==> config.mk <==
export PLATFORM = sky130hd
export DESIGN_NAME = reorder_buffer_flat
export DESIGN_NICKNAME = d
export VERILOG_FILES = /design/src/rtl/reorder_buffer_pkg.sv /design/src/rtl/reorder_buffer_if.sv /design/src/rtl/reorder_buffer_perf.sv /design/src/rtl/reorder_buffer.sv /design/src/flat_wrapper.sv
export SDC_FILE = /design/constraint.sdc
export NUM_CORES = 1
export LEC_CHECK = 0
export ABC_AREA = 1
export CAP_MARGIN = 20
export CORE_UTILIZATION = 30
export CTS_CLUSTER_SIZE = 16
export DETAILED_ROUTE_END_ITERATION = 7
export PLACE_DENSITY = 0.47
export SLEW_MARGIN = 20
export SYNTH_ARGS = -nofsm -noshare
export SYNTH_HDL_FRONTEND = slang
export SYNTH_SLANG_ARGS = --single-unit
==> constraint.sdc <==
create_clock -name clk -period 4.7 [get_ports clk]
set_input_delay 0.47 -clock clk [delete_from_list [all_inputs] [get_ports clk]]
set_output_delay 0.47 -clock clk [all_outputs]
set_load 0.05 [all_outputs]
==> src/rtl/reorder_buffer_pkg.sv <==
// Shared types for the reorder buffer: per-entry record and default widths.
package rob_types;

  localparam int ROB_TAG_W = 6;
  localparam int PREG_W    = 6;

  typedef struct packed {
    logic              valid;
    logic              done;
    logic              mispredict;
    logic              is_branch;
    logic              rd_used;
    logic [PREG_W-1:0] rd_new_p;
    logic [PREG_W-1:0] rd_old_p;
  } rob_entry_t;

endpackage

==> src/rtl/reorder_buffer_if.sv <==
// Bundle of dispatch, writeback and commit signals between rename, execute and the ROB.
// Dispatch transfers on a rising edge where disp_valid_i && disp_ready_o; valid never waits on ready.
interface reorder_buffer_if #(
  parameter int ROB_TAG_W = 6,
  parameter int N_PHYS    = 64
);
  localparam int PREG_W = $clog2(N_PHYS);

  logic                 disp_valid_i;
  logic                 disp_ready_o;
  logic [ROB_TAG_W-1:0] disp_tag_i;
  logic                 disp_rd_used_i;
  logic [PREG_W-1:0]    disp_rd_new_p_i;
  logic [PREG_W-1:0]    disp_rd_old_p_i;
  logic                 disp_is_branch_i;
  logic                 wb_valid_i;
  logic [ROB_TAG_W-1:0] wb_tag_i;
  logic                 wb_mispredict_i;
  logic                 commit_valid_o;
  logic [ROB_TAG_W-1:0] commit_tag_o;
  logic [PREG_W-1:0]    commit_rd_new_p_o;
  logic                 commit_free_valid_o;
  logic [PREG_W-1:0]    commit_free_preg_o;
  logic                 recover_o;
  logic [ROB_TAG_W:0]   count_o;
  logic                 empty_o;

  modport master (
    output disp_valid_i, disp_tag_i, disp_rd_used_i, disp_rd_new_p_i, disp_rd_old_p_i,
           disp_is_branch_i, wb_valid_i, wb_tag_i, wb_mispredict_i,
    input  disp_ready_o, commit_valid_o, commit_tag_o, commit_rd_new_p_o,
           commit_free_valid_o, commit_free_preg_o, recover_o, count_o, empty_o
  );

  modport slave (
    input  disp_valid_i, disp_tag_i, disp_rd_used_i, disp_rd_new_p_i, disp_rd_old_p_i,
           disp_is_branch_i, wb_valid_i, wb_tag_i, wb_mispredict_i,
    output disp_ready_o, commit_valid_o, commit_tag_o, commit_rd_new_p_o,
           commit_free_valid_o, commit_free_preg_o, recover_o, count_o, empty_o
  );

endinterface

==> src/rtl/reorder_buffer_perf.sv <==
// Free-running retire and flush event counters; both wrap on overflow.
module reorder_buffer_perf (
  input  logic        clk,
  input  logic        rst,
  input  logic        retire_i,
  input  logic        flush_i,
  output logic [31:0] commit_cnt_o,
  output logic [31:0] flush_cnt_o
);

  always_ff @(posedge clk) begin
    if (rst) begin
      commit_cnt_o <= '0;
      flush_cnt_o  <= '0;
    end else begin
      if (retire_i) commit_cnt_o <= commit_cnt_o + 32'd1;
      if (flush_i)  flush_cnt_o  <= flush_cnt_o + 32'd1;
    end
  end

endmodule

==> src/rtl/reorder_buffer.sv <==
// In-order retirement buffer: retires one done entry per cycle, squashes on a mispredicted head branch.
// Optional ROB_PERF_CNT_EN adds retire/flush event counter outputs.
module reorder_buffer
  import rob_types::rob_entry_t;
#(
  parameter int ROB_TAG_W = rob_types::ROB_TAG_W,
  parameter int N_PHYS    = 64
) (
  input  logic        clk,
  input  logic        rst,
  reorder_buffer_if.slave rob
`ifdef ROB_PERF_CNT_EN
  ,
  output logic [31:0] perf_commit_cnt_o,
  output logic [31:0] perf_flush_cnt_o
`endif
);

  localparam int DEPTH  = 2 ** ROB_TAG_W;
  localparam int PREG_W = $clog2(N_PHYS);
  // Entry storage width comes from the package; N_PHYS must not exceed 2**rob_types::PREG_W.
  localparam int SW     = rob_types::PREG_W;

  rob_entry_t           ent [DEPTH];
  rob_entry_t           head_e;
  rob_entry_t           new_e;
  logic [ROB_TAG_W-1:0] head;
  logic [ROB_TAG_W-1:0] tail;
  logic [ROB_TAG_W:0]   count;
  logic                 head_rdy;
  logic                 flush_now;
  logic                 retire_now;
  logic                 disp_fire;
  logic                 recover_q;
  logic                 commit_valid_q;
  logic [ROB_TAG_W-1:0] commit_tag_q;
  logic [PREG_W-1:0]    commit_new_q;
  logic                 free_valid_q;
  logic [PREG_W-1:0]    free_preg_q;

  always_comb begin
    head_e     = ent[head];
    head_rdy   = head_e.valid && head_e.done;
    flush_now  = head_rdy && head_e.mispredict;
    retire_now = head_rdy && !flush_now;

    new_e           = '0;
    new_e.valid     = 1'b1;
    new_e.is_branch = rob.disp_is_branch_i;
    new_e.rd_used   = rob.disp_rd_used_i;
    new_e.rd_new_p  = SW'(rob.disp_rd_new_p_i);
    new_e.rd_old_p  = SW'(rob.disp_rd_old_p_i);
  end

  assign rob.disp_ready_o = (count < (ROB_TAG_W+1)'(DEPTH)) && !flush_now && !recover_q;
  assign disp_fire        = rob.disp_valid_i && rob.disp_ready_o;

  always_ff @(posedge clk) begin
    if (rst) begin
      head           <= '0;
      tail           <= '0;
      count          <= '0;
      recover_q      <= 1'b0;
      commit_valid_q <= 1'b0;
      commit_tag_q   <= '0;
      commit_new_q   <= '0;
      free_valid_q   <= 1'b0;
      free_preg_q    <= '0;
      for (int i = 0; i < DEPTH; i++) ent[i].valid <= 1'b0;
    end else begin
      commit_valid_q <= 1'b0;
      commit_tag_q   <= '0;
      commit_new_q   <= '0;
      free_valid_q   <= 1'b0;
      free_preg_q    <= '0;
      recover_q      <= 1'b0;

      // done is only read from registers, so a head writeback is seen by commit a cycle later
      if (rob.wb_valid_i && ent[rob.wb_tag_i].valid) begin
        ent[rob.wb_tag_i].done       <= 1'b1;
        ent[rob.wb_tag_i].mispredict <= rob.wb_mispredict_i && ent[rob.wb_tag_i].is_branch;
      end

      if (retire_now) begin
        ent[head].valid <= 1'b0;
        head            <= head + 1'b1;
        commit_valid_q  <= 1'b1;
        commit_tag_q    <= head;
        commit_new_q    <= PREG_W'(head_e.rd_new_p);
        free_valid_q    <= head_e.rd_used;
        free_preg_q     <= PREG_W'(head_e.rd_old_p);
      end

      if (disp_fire) begin
        ent[tail] <= new_e;
        tail      <= tail + 1'b1;
      end

      count <= count + (ROB_TAG_W+1)'(disp_fire) - (ROB_TAG_W+1)'(retire_now);

      // Rename rewinds to the branch's own checkpoint, so its tag is handed out again
      if (flush_now) begin
        for (int i = 0; i < DEPTH; i++) ent[i].valid <= 1'b0;
        tail      <= head;
        count     <= '0;
        recover_q <= 1'b1;
      end
    end
  end

  assign rob.commit_valid_o      = commit_valid_q;
  assign rob.commit_tag_o        = commit_tag_q;
  assign rob.commit_rd_new_p_o   = commit_new_q;
  assign rob.commit_free_valid_o = free_valid_q;
  assign rob.commit_free_preg_o  = free_preg_q;
  assign rob.recover_o           = recover_q;
  assign rob.count_o             = count;
  assign rob.empty_o             = (count == '0);

  tag_matches_tail: assert property (@(posedge clk) disable iff (rst)
    disp_fire |-> (rob.disp_tag_i == tail))
    else $error("reorder_buffer: dispatch tag differs from tail pointer");

`ifdef ROB_PERF_CNT_EN
  reorder_buffer_perf u_perf (
    .clk          (clk),
    .rst          (rst),
    .retire_i     (retire_now),
    .flush_i      (flush_now),
    .commit_cnt_o (perf_commit_cnt_o),
    .flush_cnt_o  (perf_flush_cnt_o)
  );
`endif

endmodule

==> src/flat_wrapper.sv <==
// flat-port wrapper written by rule: the top's interface ports become plain ports
module reorder_buffer_flat import rob_types::rob_entry_t;
#(
  parameter int ROB_TAG_W = rob_types::ROB_TAG_W,
  parameter int N_PHYS    = 64
)
  (clk, rst, rob_disp_valid_i, rob_disp_tag_i, rob_disp_rd_used_i, rob_disp_rd_new_p_i, rob_disp_rd_old_p_i, rob_disp_is_branch_i, rob_wb_valid_i, rob_wb_tag_i, rob_wb_mispredict_i, rob_disp_ready_o, rob_commit_valid_o, rob_commit_tag_o, rob_commit_rd_new_p_o, rob_commit_free_valid_o, rob_commit_free_preg_o, rob_recover_o, rob_count_o, rob_empty_o);
  reorder_buffer_if #(.ROB_TAG_W(ROB_TAG_W), .N_PHYS(N_PHYS)) rob_i ();
  input  logic clk;
  input  logic rst;
  input wire logic [$bits(rob_i.disp_valid_i)-1:0] rob_disp_valid_i;
  input wire logic [$bits(rob_i.disp_tag_i)-1:0] rob_disp_tag_i;
  input wire logic [$bits(rob_i.disp_rd_used_i)-1:0] rob_disp_rd_used_i;
  input wire logic [$bits(rob_i.disp_rd_new_p_i)-1:0] rob_disp_rd_new_p_i;
  input wire logic [$bits(rob_i.disp_rd_old_p_i)-1:0] rob_disp_rd_old_p_i;
  input wire logic [$bits(rob_i.disp_is_branch_i)-1:0] rob_disp_is_branch_i;
  input wire logic [$bits(rob_i.wb_valid_i)-1:0] rob_wb_valid_i;
  input wire logic [$bits(rob_i.wb_tag_i)-1:0] rob_wb_tag_i;
  input wire logic [$bits(rob_i.wb_mispredict_i)-1:0] rob_wb_mispredict_i;
  output wire logic [$bits(rob_i.disp_ready_o)-1:0] rob_disp_ready_o;
  output wire logic [$bits(rob_i.commit_valid_o)-1:0] rob_commit_valid_o;
  output wire logic [$bits(rob_i.commit_tag_o)-1:0] rob_commit_tag_o;
  output wire logic [$bits(rob_i.commit_rd_new_p_o)-1:0] rob_commit_rd_new_p_o;
  output wire logic [$bits(rob_i.commit_free_valid_o)-1:0] rob_commit_free_valid_o;
  output wire logic [$bits(rob_i.commit_free_preg_o)-1:0] rob_commit_free_preg_o;
  output wire logic [$bits(rob_i.recover_o)-1:0] rob_recover_o;
  output wire logic [$bits(rob_i.count_o)-1:0] rob_count_o;
  output wire logic [$bits(rob_i.empty_o)-1:0] rob_empty_o;
  assign rob_i.disp_valid_i = rob_disp_valid_i;
  assign rob_i.disp_tag_i = rob_disp_tag_i;
  assign rob_i.disp_rd_used_i = rob_disp_rd_used_i;
  assign rob_i.disp_rd_new_p_i = rob_disp_rd_new_p_i;
  assign rob_i.disp_rd_old_p_i = rob_disp_rd_old_p_i;
  assign rob_i.disp_is_branch_i = rob_disp_is_branch_i;
  assign rob_i.wb_valid_i = rob_wb_valid_i;
  assign rob_i.wb_tag_i = rob_wb_tag_i;
  assign rob_i.wb_mispredict_i = rob_wb_mispredict_i;
  assign rob_disp_ready_o = rob_i.disp_ready_o;
  assign rob_commit_valid_o = rob_i.commit_valid_o;
  assign rob_commit_tag_o = rob_i.commit_tag_o;
  assign rob_commit_rd_new_p_o = rob_i.commit_rd_new_p_o;
  assign rob_commit_free_valid_o = rob_i.commit_free_valid_o;
  assign rob_commit_free_preg_o = rob_i.commit_free_preg_o;
  assign rob_recover_o = rob_i.recover_o;
  assign rob_count_o = rob_i.count_o;
  assign rob_empty_o = rob_i.empty_o;
  reorder_buffer #(.ROB_TAG_W(ROB_TAG_W), .N_PHYS(N_PHYS)) u_core (.clk(clk), .rst(rst), .rob(rob_i));
endmodule
* Word level (Yosys, flattened, before mapping)
Memories as Yosys holds them, arrays and structs flattened. A register that Yosys moved wholly into a read port is not among the register bits. Index checks and enable logic that the tools add are counted.
Operators by class: reduce and logical (&&, ||, !) cells 16, order comparisons 1, add/subtract/negate cells 4, equal/unequal tests 1, bitwise operators 71, mux-type cells 88
Operators by type and width (count):
- two-way mux 1 bit | 78
- bitwise OR 1 bit | 64
- two-way mux 6 bit | 6
- two-way mux 17 bit | 2
- OR reduction 17 bit | 2
- adder 6 x 1 -> 6 bit, second input constant | 2
- logical AND 1 bit | 8
- adder 7 x 1 -> 7 bit | 1
- zero test 7 bit | 1
- < comparator 7 bit, second input constant | 1
- subtractor 7 x 1 -> 7 bit | 1
- equality test 6 bit | 1
- two-way mux 2 bit | 2
- OR reduction 2 bit | 2
- AND 1 bit | 3
- inverter 1 bit | 3
- zero test 1 bit | 2
- nonzero test 2 bit | 1
- AND 1 bit, first input constant | 1
Word-level totals: memories 1, bits in writable memories 1088, flip-flop bits (word level) 40, bits of input ports 31, output and inout bits 30
Memory list:
- u_core.ent | words 64, bits a word 17, read ports 2, clocked after memory_dff 1, wr ports 65, RTL line reorder_buffer.sv:24 | rob_entry_t ent [DEPTH];

* Longest topological paths before layout
depth after elaboration 12, mapped depth 25

* Worst setup path before layout
No wires, ideal clock.
path type reg2reg, start point register (tool-made name), end point register u_core.count[6], in the netlist u_core.rob.count_o[6], arrival 3257 ps, clock period less this slack 3326 ps, stages on the path, launching flop included 25, library setup time 70 ps, setup slack 1374 ps, path through dfxtp_1 -> buf_6 -> buf_4 -> nand2_1 -> nand3_1 -> nand3_1 -> nand2_1 -> nand2_1 -> nand3_1 -> nand3_4 -> nand2_2 -> nor2_4 -> buf_2 -> ha_1 -> inv_1 -> ha_1 -> fa_1 -> a21oi_1 -> nor2_1 -> nor2_1 -> nor2_1 -> nor2_1 -> nor2_1 -> or3_1 -> a21oi_1
RTL lines:
- end signal: assignment | RTL line reorder_buffer.sv:99 | count <= count + (ROB_TAG_W+1)'(disp_fire) - (ROB_TAG_W+1)'(retire_now);
- end: declaration | RTL line reorder_buffer.sv:29 | logic [ROB_TAG_W:0] count;

==> impl_metrics.tcl <==
set metrics [dict create \
    finalMaxSlewViolations 0 \
    synth_top_area_frac 0.556 \
    hpwl_um 90700 \
    grt_max_degree 199 \
    via_per_inst 5.03 \
    place_area_mm2 0.0519 \
    syn_area_mm2 0.0484 \
    fin_crit_sh 0.853 \
    die_h_um 403 \
    syn2layout_area_growth_pct 15.2 \
    rows 146 \
    finalClockSkew_ps 86.2 \
    gr-total-overflow 0 \
    drt-initial-drc-count 3008 \
    first_pass_iters 5 \
    dieArea_mm2 0.163 \
    cp.required_ps 5370 \
    p_total_uw 26000 \
    design_area_mm2 0.0557 \
    die_w_um 403 \
    final_cells 6946 \
    antenna_found_initial 8 \
    cts.sinks 1134 \
    fmax_mhz 249 \
    status "complete, no violations" \
    global_route.usage.met1 0.268 \
    cp-start-kind "flop" \
    setup_viol 0 \
    drive_gt1_frac 0.108 \
    power_density_mw_per_mm2 467 \
    ys_types 43 \
    met2_usage 0.317 \
    fin_util 0.350 \
    cts.htree.levels 3 \
    cts_buffers 121 \
    setup_tns_ps 0 \
    start_util 0.304 \
    io_buffers 54 \
    yosys_warnings 0 \
    crit_fanout 61 \
    cts_setup_buffers 0 \
    grt_pass1_wl_um 233000 \
    crit_type "flop to flop" \
    finalHoldViolations 0 \
    netlist_instances 4657 \
    crit_path_end_kind "flop" \
    cts_resized 0 \
    p_leak_uw 0.0194 \
    synth_area_leaders "edfxtp_1 (56%), dfxtp_1 (9.9%), nor2_1 (7.4%)" \
    ctsHoldBuffers 0 \
    clk_pin_slew_ps 60 \
    io_pins 61 \
    synth-edff-count 896 \
    slew_headroom 0.243 \
    final_net_count 4744 \
    ant_nets 0 \
    place_inst 6724 \
    wire_per_inst_um 23.2 \
    grt_util_all_layers 0.194 \
    route.detailed.drc 0 \
    clock-root-buffer "clkbuf_16" \
    worst_pin_slew_ps 1130 \
    ys_seq_area_frac 0.655 \
    worstSkewPairLatency_ps 770 \
    avgSynthCellArea_um2 10.4 \
    rsz0062_at_grt "false" \
    use_met3 0.0258 \
    synth_nets 4700 \
    ys.flop_type "edfxtp_1" \
    min_path_type "primary input to flop" \
    fin_crit_ps 4010 \
    grt.busiest_layer "met2" \
    gp_congestion 0.828 \
    grt_pass1_vias 33600 \
    cp.arrival_ps 4680 \
    num_vias 35000 \
    core_mm2 0.159 \
    ys_ff_latch 1134 \
    ir_worst_vdd_v 0.000400 \
    synth_area_leader_cell "edfxtp_1" \
    wirelength_um 161000 \
    synthArstFlopShare 0 \
    cap_violations 0 \
    clock_path_buffers 3 \
    tritoncts "yes" \
]
==> logic make-up (layout without fill, tap and decap cells) <==
group	Yosys count	in the layout	share of synthesized area
AOI/OAI and AO/OA	828	828	0.102
other	0	1	0
DFF	1134	1134	0.655
and+or+nand+nor	1993	1993	0.180
adders and majority gates	12	12	0.00326
buffers and inverters	684	826	0.0587
xor gates and xnor gates	6	6	0.00109
==> state kept, by name, indices dropped and copies added (netlist names), named ones only <==
name / cells
u_core.ent: 1088
u_core.rob.count_o: 7
u_core.head: 6
u_core.rob.commit_free_preg_o: 6
u_core.rob.commit_rd_new_p_o: 6
u_core.rob.commit_tag_o: 6
u_core.tail: 6
u_core.rob.commit_free_valid_o: 1
u_core.rob.commit_valid_o: 1
u_core.rob.recover_o: 1
==> synth_stat cells, types with 29 or more instances <==
cell type  number
o21ai_1        52
nand2_1       448
a21oi_1        50
clkbuf_1      160
nand3_1       386
nor2_1        956
inv_1         375
edfxtp_1      896
dfxtp_1       238
nand3_2        63
o221ai_1      154
nor3_1         88
buf_1          29
buf_2          74
o22ai_1        70
o21ai_0       459
==> through the flow <==
stage               hold slack (ps)  setup WS [ps]
CTS                            46.5            688
global placement                467            549
global route                   79.4            492
finish                          111            689
detailed placement              471            540
floorplan                       454           1370
==> per-layer routing <==
metal  vias to the layer above  part of all wire
li1                      16400                 -
met4                         2             0.025
met3                       246             0.048
met2                       949              0.47
met1                     17400              0.46
met5                         -          0.000081
==> worst paths after layout <==
kind	start	to	slack [ps]	cells after the start
min reg2reg	u_core.ent[48][16]	u_core.ent[48][16]	480	2
min	rob_disp_rd_new_p_i[5]	u_core.ent[14][11]	110	1
max	flop	u_core.rob.count_o[6]	690	22
max reg2reg	flop	u_core.rob.count_o[6]	690	22
==> cell usage in the layout (no fill, tap or decap), drive strengths merged, types with 6 or more instances in the layout <==
cell	n
a31oi	7
nor2	970
ha	11
o211ai	10
nand2	452
o221ai	154
clkbuf	158
o21ai	511
dfxtp	238
a21oi	50
nand4	21
nor3	89
edfxtp	896
inv	388
nand3	454
bufinv	8
buf	179
clkdlybuf4s50	39
clkinv	52
xor2	6
o22ai	70
o311ai	16
==> critical path: stages (launching register included) <==
cell	delay, ps
dfxtp_4	440
inv_8	430
nand2_1	180
nand3_1	110
nand3_1	80
nand3_1	150
nand3_1	140
nand3_1	150
nand2_2	140
inv_2	150
nor2_4	70
ha_1	260
inv_1	40
ha_1	210
fa_1	430
a21oi_1	140
nor2_1	70
nor2_1	90
nor2_1	60
nor2_1	80
nor2_1	50
or3_1	300
a21oi_1	120
==> power breakdown <==
part           total (µW)  switching, µW  internal [µW]
clock                9410           4140           5270
combinational        5580           4080           1500
sequential          11100            124          10900
total               26000           8340          17700
==> layout make-up <==
| cell class | instances | area (µm²) |
|---|---|---|
| tap | 2146 | 2690 |
| fill | 15900 | 103000 |
| timing repair buffer | 218 | 1860 |
| clock inverter | 63 | 628 |
| clock buffer | 158 | 3230 |
| inverter | 387 | 1470 |
| multi-input combinational | 2839 | 14200 |
| sequential | 1134 | 31700 |
| antenna | 1 | 2.50 |
(Power assumes the default switching activity.)
